<file path="config.mk">
export PLATFORM = sky130hd
export DESIGN_NAME = sram_sync
export DESIGN_NICKNAME = d
export VERILOG_FILES = /design/src/rtl/sram_sync.sv
export SDC_FILE = /design/constraint.sdc
export NUM_CORES = 1
export LEC_CHECK = 0
export CAP_MARGIN = 10
export CORE_ASPECT_RATIO = 1.5
export CORE_UTILIZATION = 35
export CTS_BUF_LIST = sky130_fd_sc_hd__clkbuf_4 sky130_fd_sc_hd__clkbuf_8
export DETAILED_ROUTE_END_ITERATION = 7
export GPL_TIMING_DRIVEN = 0
export HOLD_SLACK_MARGIN = 0.1
export PLACE_DENSITY = 0.54
export SLEW_MARGIN = 20
export SYNTH_ARGS = -nofsm -noshare
export SYNTH_HDL_FRONTEND = slang
export SYNTH_SLANG_ARGS = --single-unit
</file>
<file path="constraint.sdc">
create_clock -name CLK -period 3.3 [get_ports CLK]
set_input_delay 0.66 -clock CLK [delete_from_list [all_inputs] [get_ports CLK]]
set_output_delay 0.66 -clock CLK [all_outputs]
set_load 0.02 [all_outputs]
</file>
<file path="src/rtl/sram_sync.sv">
// Synchronous single-port work RAM with a pipelined read path (RD_LAT stages) and a
// registered output enable. Define SRAM_CLEAR_EN to add the FILL sweep on reset and on CLR.
module sram_sync #(
  parameter int              AW     = 7,
  parameter int              DW     = 8,
  parameter int              RD_LAT = 1,
  parameter logic [DW-1:0]   FILL   = '0
) (
  input  logic          CLK,
  input  logic          RESETB,
  input  logic          nCE,
  input  logic          nWE,
  input  logic          nOE,
  input  logic [AW-1:0] A,
  input  logic [DW-1:0] DI,
  input  logic          CLR,
  output logic [DW-1:0] DO,
  output logic          DO_OE,
  output logic          READY,
  output logic          dbg_sweep
);

  localparam int DEPTH = 1 << AW;

  logic [DW-1:0] mem [DEPTH];
  logic [DW-1:0] pipe_d [RD_LAT];
  logic          pipe_v [RD_LAT];

  logic          sw_wr;
  logic [AW-1:0] sw_addr;
  logic          flush;
  logic          cpu_wr;
  logic          cpu_rd;
  logic          wr_en;
  logic [AW-1:0] wr_addr;
  logic [DW-1:0] wr_data;

`ifdef SRAM_CLEAR_EN
  typedef enum logic {ST_SWEEP, ST_RUN} state_t;

  state_t        state;
  logic [AW:0]   ctr;
  logic          ready_q;

  always_ff @(posedge CLK or negedge RESETB) begin
    if (!RESETB) begin
      state   <= ST_SWEEP;
      ctr     <= '0;
      ready_q <= 1'b0;
    end else begin
      case (state)
        ST_SWEEP: begin
          // CLR is deliberately ignored here: a sweep always runs to completion.
          ctr <= ctr + 1'b1;
          if (ctr == (AW+1)'(DEPTH - 1)) begin
            state   <= ST_RUN;
            ready_q <= 1'b1;
          end
        end
        ST_RUN: begin
          if (CLR) begin
            state   <= ST_SWEEP;
            ctr     <= '0;
            ready_q <= 1'b0;
          end
        end
        default: begin
          state   <= ST_SWEEP;
          ctr     <= '0;
          ready_q <= 1'b0;
        end
      endcase
    end
  end

  // Gate with RESETB so holding reset never writes the array.
  assign sw_wr     = (state == ST_SWEEP) && RESETB;
  assign sw_addr   = ctr[AW-1:0];
  assign flush     = (state == ST_RUN) && CLR;
  assign READY     = ready_q;
  assign dbg_sweep = (state == ST_SWEEP);
`else
  logic unused_clr;

  assign unused_clr = CLR;
  assign sw_wr      = 1'b0;
  assign sw_addr    = '0;
  assign flush      = 1'b0;
  assign READY      = 1'b1;
  assign dbg_sweep  = 1'b0;
`endif

  // A write with nOE low is still only a write: a read requires nWE high.
  assign cpu_wr  = READY && !nCE && !nWE;
  assign cpu_rd  = READY && !nCE && nWE && !nOE;
  assign wr_en   = sw_wr || cpu_wr;
  assign wr_addr = sw_wr ? sw_addr : A;
  assign wr_data = sw_wr ? FILL : DI;

  always_ff @(posedge CLK) begin
    if (wr_en) mem[wr_addr] <= wr_data;
  end

  // Stage 0 captures the pre-write array word, giving read-before-write on collisions.
  // Data stages only advance with a valid read, so DO holds the last delivered word.
  always_ff @(posedge CLK or negedge RESETB) begin
    if (!RESETB) begin
      for (int i = 0; i < RD_LAT; i++) begin
        pipe_d[i] <= '0;
        pipe_v[i] <= 1'b0;
      end
    end else begin
      pipe_v[0] <= cpu_rd && !flush;
      if (cpu_rd) pipe_d[0] <= mem[A];
      for (int i = 1; i < RD_LAT; i++) begin
        pipe_v[i] <= pipe_v[i-1] && !flush;
        if (pipe_v[i-1]) pipe_d[i] <= pipe_d[i-1];
      end
    end
  end

  assign DO    = pipe_d[RD_LAT-1];
  assign DO_OE = pipe_v[RD_LAT-1];

endmodule

</file>
# --- Yosys cells after proc, flatten, opt, wreduce, memory -nomap -nowiden ---
# Memories as Yosys holds them, arrays and structs flattened. A register that Yosys moved wholly into a read port is not among the register bits.
# Index checks and enable logic that the tools add are counted.
word_totals:
  mem_bits_rw: 1024
  romBits: 0
  word_cells: 11
  output_inout_bits: 11
  in_bits: 21
  latchBits: 0
  reg_bits: 1
  mem_count: 1
memory_table:
  columns: ["name", "words", "word_bits", "read_ports", "rd_clocked_by_memory_dff", "wr", "line", "rtl"]
  rows:
  - ["mem", 128, 8, 1, 1, 1, "25", "logic [DW-1:0] mem [DEPTH];"]
classes:
  reduce_logical: 7
  n_mul: 0
  n_eq_ne: 0
  bitwise: 0
  magnitude_cmp: 0
  shift: 0
  add_sub_neg: 0
  div: 0
  n_mux: 2
op_table:
  columns: ["operator", "n"]
  rows:
  - ["1-bit logical NOT", 4]
  - ["1-bit logical AND", 3]
  - ["1-bit 2-to-1 mux", 2]

# --- Depth between registers and ports, before layout ---
# Gate-level depths: netlist (run 1).
depth:
  depth_word: 4
  mapped_depth: 13
  depth_no_buf: 8

# --- Least setup slack after synthesis (run 1) ---
# Ideal clock, no wire load.
synth_path:
  kind: "input to register"
  startpoint: "input A[0]"
  endpoint: "memory mem[26][0] (enable)"
  setup_slack_ns: 0.513
  n_path_buf: 5
  arrival_ns: 2.416
  setup_ns: 0.370
  path_stages: 8
  t_required_ns: 2.930
  cell_sequence: "buf_6 > buf_6 > buf_4 > nor3b_1 > buf_2 > nand2_1 > clkbuf_1 > nor2_1"
synth_lines:
  columns: ["item", "line", "rtl"]
  rows:
  - ["start, declared", "14", "input logic [AW-1:0] A,"]
  - ["end, declared", "25", null]
# No word-level cell before the write port.

# --- Final worst setup path (run 1) ---
layout_path:
  startpoint: "input A[2]"
  endpoint: "memory mem[79][3] (enable)"
# No word-level cell before the write port.

==> results.toml, run 1 <==
[logic_synthesis]
yosysWarningCount = 0
syn_inst = 2297
post-synth-top-count-cell = "edfxtp_1"
synth_area_leaders = "edfxtp_1 (76%), mux4_2 (5.0%), mux2i_1 (2.4%)"
synth_cell_type_count = 65
synth_top_area_cell = "edfxtp_1"
syn_avg_cell_area_um2 = 17.6
synth_ff_type = "edfxtp_1"
yosysTopAreaCellShare_pct = 76.0
ys_async_sr_fraction_pct = 0.871
syn_area_um2 = 40400
ys_seq_area_share_pct = 76.6
synth_nets = 2318
synth_common_cells = "edfxtp_1 (1024), nor2_1 (205), nand2_1 (115), a221oi_1 (101), mux2i_1 (97)"
ys_ff_latch = 1033
synth_edf_count = 1024

[cts]
clk_pin_slew_ns = 0.06
cts_tree = "done"
clk_latency_ns = 0.90
clock_path_buffers = 3
cts_sinks = 1033
cts_buffers = 151
clockRootBuffer = "clkbuf_8"
h-tree-depth = 4

[cells_and_area]
finalNetCount = 2512
drive_above_1_share_pct = 26.2
syn2layout_area_growth_pct = 17.0
fin_area_um2 = 47300

[timing]
fin_worst_skew_ns = 0.0539
holdWs_ns = 0.178
tightest_slew_ns = 1.31
final.min_clock_period_ns = 3.57
slew_headroom_pct = 12.6
finalWorstSetupSlack_ns = -0.265
setup_viol = 226
tns_ns = -23.19
rsz0062_at_grt = "true"
drv_slew = 0
fmax_mhz = 280
hold_viol_final = 0
period_share_pct = 108

[grt]
grt_use_total_pct = 30.0
grt_overflow = 0
grt_pass1_wl_um = 230000
grt_max_degree = 98
first_global_vias = 25300
antenna_found_initial = 15

[floorplanning]
core_area_um2 = 114000
rows = 152
dieArea_um2 = 117000
chipWidth_um = 280
start_util_pct = 35.3
die_h_um = 418
boundaryPins = 32

[detailed_routing]
first_pass_iters = 6
drt_iter0_markers = 3884
wl_per_cell_um = 42.3
wl_met1_um = 59700
wirelength_um = 176000
dr_wl_met2_um = 83400
top_layer = "met5"
wl_met3_um = 16500
vias = 25800
vias_per_cell = 6.20
antenna_left = 0
drcViolationCount = 0

[critical_path]
crit_required_ns = 3.80
critical_path_class = "in -> reg"
cp_max_fo = 10
path_depth = 6
reg2reg_depth = 7
crit-reg2reg-launch = "mem[102][7]"
crit_chain = "clkdlybuf4s50_1 > buf_6 > and3_2 > nand2_1 > clkbuf_2 > nor2_2"
cpPeakStageDelay_ns = 0.73
arrival_ns = 4.07
crit_buf_inv = 3
cp-startpoint = "A[2]"
worstSetupEndpointType = "flip-flop"
worst_path_max_delay_cell = "nor2_2"
critPathTopFamily = "simple AND/OR/NAND/NOR gates"
start_kind = "input pin"

[power_and_ir_drop]
power.density_nw_per_um2 = 579
leakage_nw = 14.7
vdd_drop_max_mv = 0.400

[hold_path]
hold_path.class = "in -> reg"
hp-start = "DI[6]"
whs_path_depth = 1

[outcome]
violations = "setup timing"
status = "finished, violations left"

[flow_run]
maxCapViolCount = 0

[placement]
port_buffers = 24
postPlaceCellArea_um2 = 43100
dpl.hpwl_um = 115000
routabilityCongestion = 1.02
[registers in the layout, indices dropped and copies added, names as in the netlist]
name / flops
DO: 8
DO_OE: 1
mem: 1024
[repair_timing]
item / in CTS / in global routing
hold buffers: 0 / 0
setup endpoints to repair: 948 / 312
setup buffers: 1 / 0
pin swaps: 3 / 3
gates resized for setup: 306 / 56
endpoints found under the hold margin: 0 / 0
cloned: 0 / 0
[cells in the final DEF (no fill, tap or decap), types with 17 or more instances in the layout]
master / instances
a21oi_1: 69
a221o_1: 17
a221oi_1: 99
a22oi_1: 63
buf_2: 17
buf_4: 47
buf_6: 40
clkbuf_1: 18
clkbuf_2: 18
clkbuf_4: 58
clkbuf_8: 159
clkinv_1: 28
clkinv_2: 21
edfxtp_1: 1024
mux2_1: 17
mux2_2: 42
mux2i_1: 94
mux4_2: 89
nand2_1: 113
nor2_1: 104
nor2_2: 29
nor2_4: 73
o21ai_0: 53
o21ai_1: 17
o22ai_1: 18
[worst register-to-register path: cells and delay by family (launching register included)]
family | cells | cell delay, ns
multiplexers | 1 | 0.31
AND/OR/NAND/NOR | 2 | 0.81
AO/OA/AOI/OAI | 4 | 1.12
flip-flops | 1 | 0.36
[per-stage QoR]
step / std cells / worst slack, ns / util, % / power, mW
2_1_floorplan: 2297 / 0.513 / - / 15.6
3_3_place_gp: 3861 / -3.52 / 37.2 / 16.8
3_5_place_dp: 3881 / -2.40 / 37.6 / 16.8
4_1_cts: 4151 / -0.170 / 41.2 / 27.3
5_1_grt: 4153 / -0.106 / 41.3 / 27.8
6_report: 4154 / -0.265 / 41.3 / 27.4
[area by class of cell]
| class | count | area, um^2 |
|---|---|---|
| diodes | 3 | 7.51 |
| flip-flops and latches | 1033 | 31000 |
| multi-input cells | 1103 | 9500 |
| repair buffers | 45 | 648 |
| well taps | 1540 | 1930 |
| clock inverters | 69 | 522 |
| clock buffers | 204 | 2510 |
| inverters | 7 | 26.3 |
| fillers | 10400 | 67200 |
| plain buffers | 150 | 1200 |
[per-layer routing]
layer	up-vias	GRT usage [%]
met5	-	0
li1	9762	-
met1	13300	34.4
met2	2036	48.8
met3	597	6.98
met4	12	22.9
[final timing paths]
kind,endpoint,slack (ns)
max,mem[79][3],-0.27
min,mem[24][6],0.18
max reg2reg,DO[7],0.59
min reg2reg,DO[7],0.52
max in group asynchronous,DO[3],2.59
min in group asynchronous,DO[6],0.21
[cell families after synthesis]
family                 Yosys count  synth area share [%]
and+or+nand+nor                395                  4.06
muxes                          245                  9.00
buffers and inverters          161                  2.09
other                            2                0.0186
DFF                           1033                  76.6
AOI/OAI and AO/OA              461                  8.25
[power breakdown]
| part | switching [mW] | internal, mW |
|---|---|---|
| sequential | 0.0422 | 14.5 |
| clock | 5.21 | 5.46 |
| combinational | 1.67 | 0.575 |
| total | 6.92 | 20.5 |
Note: power is estimated with default switching activity, not from simulation.
==> run 2: changes to the inputs <==
==> constraint.sdc (replaced) <==
create_clock -name CLK -period 4 [get_ports CLK]
set_input_delay 0.8 -clock CLK [delete_from_list [all_inputs] [get_ports CLK]]
set_output_delay 0.8 -clock CLK [all_outputs]
set_load 0.02 [all_outputs]
==> run 2 against run 1 <==
  * The flow still finishes with violations (setup timing)
  * Largest power group unchanged
  * Highest routed layer unchanged
  * Critical endpoint is now DO[0]
  * Combinational power shrank 21%
  * Utilization down 0.70 points
  * Flip-flop and latch count unchanged
==> results.toml, run 2 (synthesis results as in run 1) <==
[detailed_routing]
vias_per_cell = 6.17
drcViolationCount = 0
vias = 25600
antenna_left = 0
wl_per_cell_um = 41.9
wirelength_um = 174000
drt_iter0_markers = 4102
first_pass_iters = 6

[timing]
setup_viol = 227
final.min_clock_period_ns = 4.25
fmax_mhz = 235
finalWorstSetupSlack_ns = -0.251
hold_viol_final = 0
tns_ns = -21.31
period_share_pct = 106
fin_worst_skew_ns = 0.0460
rsz0062_at_grt = "true"
holdWs_ns = 0.314
tightest_slew_ns = 1.33
slew_headroom_pct = 11.4
drv_slew = 0

[floorplanning]
chipWidth_um = 280
dieArea_um2 = 117000
start_util_pct = 35.3
rows = 152
boundaryPins = 32
core_area_um2 = 114000
die_h_um = 418

[outcome]
violations = "setup timing"
status = "finished, violations left"

[critical_path]
crit_required_ns = 4.80
arrival_ns = 5.05
critical_path_class = "in -> reg"
worstSetupEndpointType = "flip-flop"
start_kind = "input pin"
cp_max_fo = 10

[cells_and_area]
final_common_cell = "edfxtp_1"
finalNetCount = 2510
final_cell_mix = "edfxtp_1 (1024), clkbuf_8 (157), nor2_1 (135)"
drive_above_1_share_pct = 23.8
largest-register = "mem"
syn2layout_area_growth_pct = 15.0
fillers = 10500
stdcell_count = 4151
largest_reg_flops = 1024

[cts]
h-tree-depth = 4
cts_sinks = 1033
clockRootBuffer = "clkbuf_8"
cts_buffers = 151
cts_tree = "done"
clk_pin_slew_ns = 0.07
clk_latency_ns = 0.90
clock_path_buffers = 3

[power_and_ir_drop]
leakage_nw = 14.6
clkPwrFrac_pct = 39.1
power.density_nw_per_um2 = 485
vdd_drop_max_mv = 0.336
p_sw_share_pct = 25.2
intPower_mw = 16.9
p_seq_share_pct = 53.1
p_sw_mw = 5.68
p_comb_share_pct = 7.9

[placement]
dpl.hpwl_um = 115000
dp_cells = 3881
routabilityCongestion = 1.02
dp_slack_ns = -1.84
port_buffers = 24

[grt]
grt_max_degree = 98
first_global_vias = 25300
grt_pass1_wl_um = 228000
antenna_found_initial = 4
grt_use_total_pct = 29.7
grt_overflow = 0

[flow_run]
maxCapViolCount = 0

[hold_path]
hold_path.class = "in -> reg"
-- run 2: cell types whose count changed in the layout (fill, tap and decap cells not counted), moves of 4 or more --
cell	previous run	this run
nor2_4	73	17
nor2_1	104	135
nor2_2	29	54
buf_2	17	38
buf_6	40	20
buf_8	11	0
buf_4	47	55
clkbuf_1	18	24
clkbuf_4	58	52
o21ai_0	53	59
buf_1	0	4
-- run 2: critical path: stages --
cell	delay [ns]
clkdlybuf4s50_1	0.54
buf_2	0.32
nor2_2	0.60
buf_2	0.52
buf_2	0.57
a22oi_1	0.19
nor2_1	0.12
o21ai_0	0.16
a31oi_1	0.63
nand3_1	0.28
a31oi_1	0.29
-- run 2: path summary, 6_finish.rpt --
kind	end	cells after the start	slack (ns)	startpoint
worst max-delay path	DO[0]	11	-0.25	A[2]
worst min-delay path	mem[79][6]	1	0.31	DI[6]
worst max register to register	DO[7]	6	1.32	mem[93][7]
worst min register to register	DO[7]	1	0.53	DO[7]
max in group asynchronous	DO[3]	1	3.20	RESETB
min in group asynchronous	DO[6]	1	0.33	RESETB
-- run 2: cell type report --
| type | instances | area (um^2) | area share [%] |
|---|---|---|---|
| Clock buffer | 204 | 2510 | 5.40 |
| Sequential cell | 1033 | 31000 | 66.6 |
| Antenna cell | 2 | 5.00 | 0.0108 |
| Inverter | 7 | 26.3 | 0.0565 |
| Tap cell | 1540 | 1930 | 4.14 |
| Buffer | 149 | 912 | 1.96 |
| Clock inverter | 69 | 522 | 1.12 |
| Timing Repair Buffer | 44 | 628 | 1.35 |
| Multi-Input combinational cell | 1103 | 9010 | 19.4 |
-- run 2: timing repair --
action                                  in CTS  in global routing
resized for setup                          131                  9
pin swaps                                    0                  0
endpoints found under the setup margin     525                220
setup buffers                                0                  0
hold buffers                                 0                  0
hold endpoints to repair                     0                  0
-- run 2: metal layers --
layer / share of wire, % / vias up / global-route usage (%) / wire, um
li1: - / 9749 / - / -
met1: 34 / 13200 / 34.1 / 58700
met2: 47 / 2010 / 47.7 / 81800
met3: 9.6 / 607 / 6.58 / 16800
met4: 9.6 / 2 / 24.3 / 16600
met5: 0.0075 / - / 0 / 13
-- run 2: power by group through the flow --
stage	logic, mW	clock network (mW)	registers [mW]
3_3_place_gp	1.63	0	12.3
4_1_cts	1.71	8.81	12.0
5_1_grt	1.75	9.18	12.0
3_5_place_dp	1.68	0	12.2
6_report	1.78	8.81	12.0
2_1_floorplan	0.638	0	12.2
-- run 2: per-stage QoR --
| stage | util, % | area [um^2] | power, mW |
|---|---|---|---|
| after floorplan | - | 40400 | 12.8 |
| after global placement | 37.2 | 42600 | 13.9 |
| after detailed placement | 37.6 | 43100 | 13.9 |
| after CTS | 40.6 | 46500 | 22.5 |
| after global routing | 40.6 | 46500 | 22.9 |
| final | 40.6 | 46500 | 22.6 |
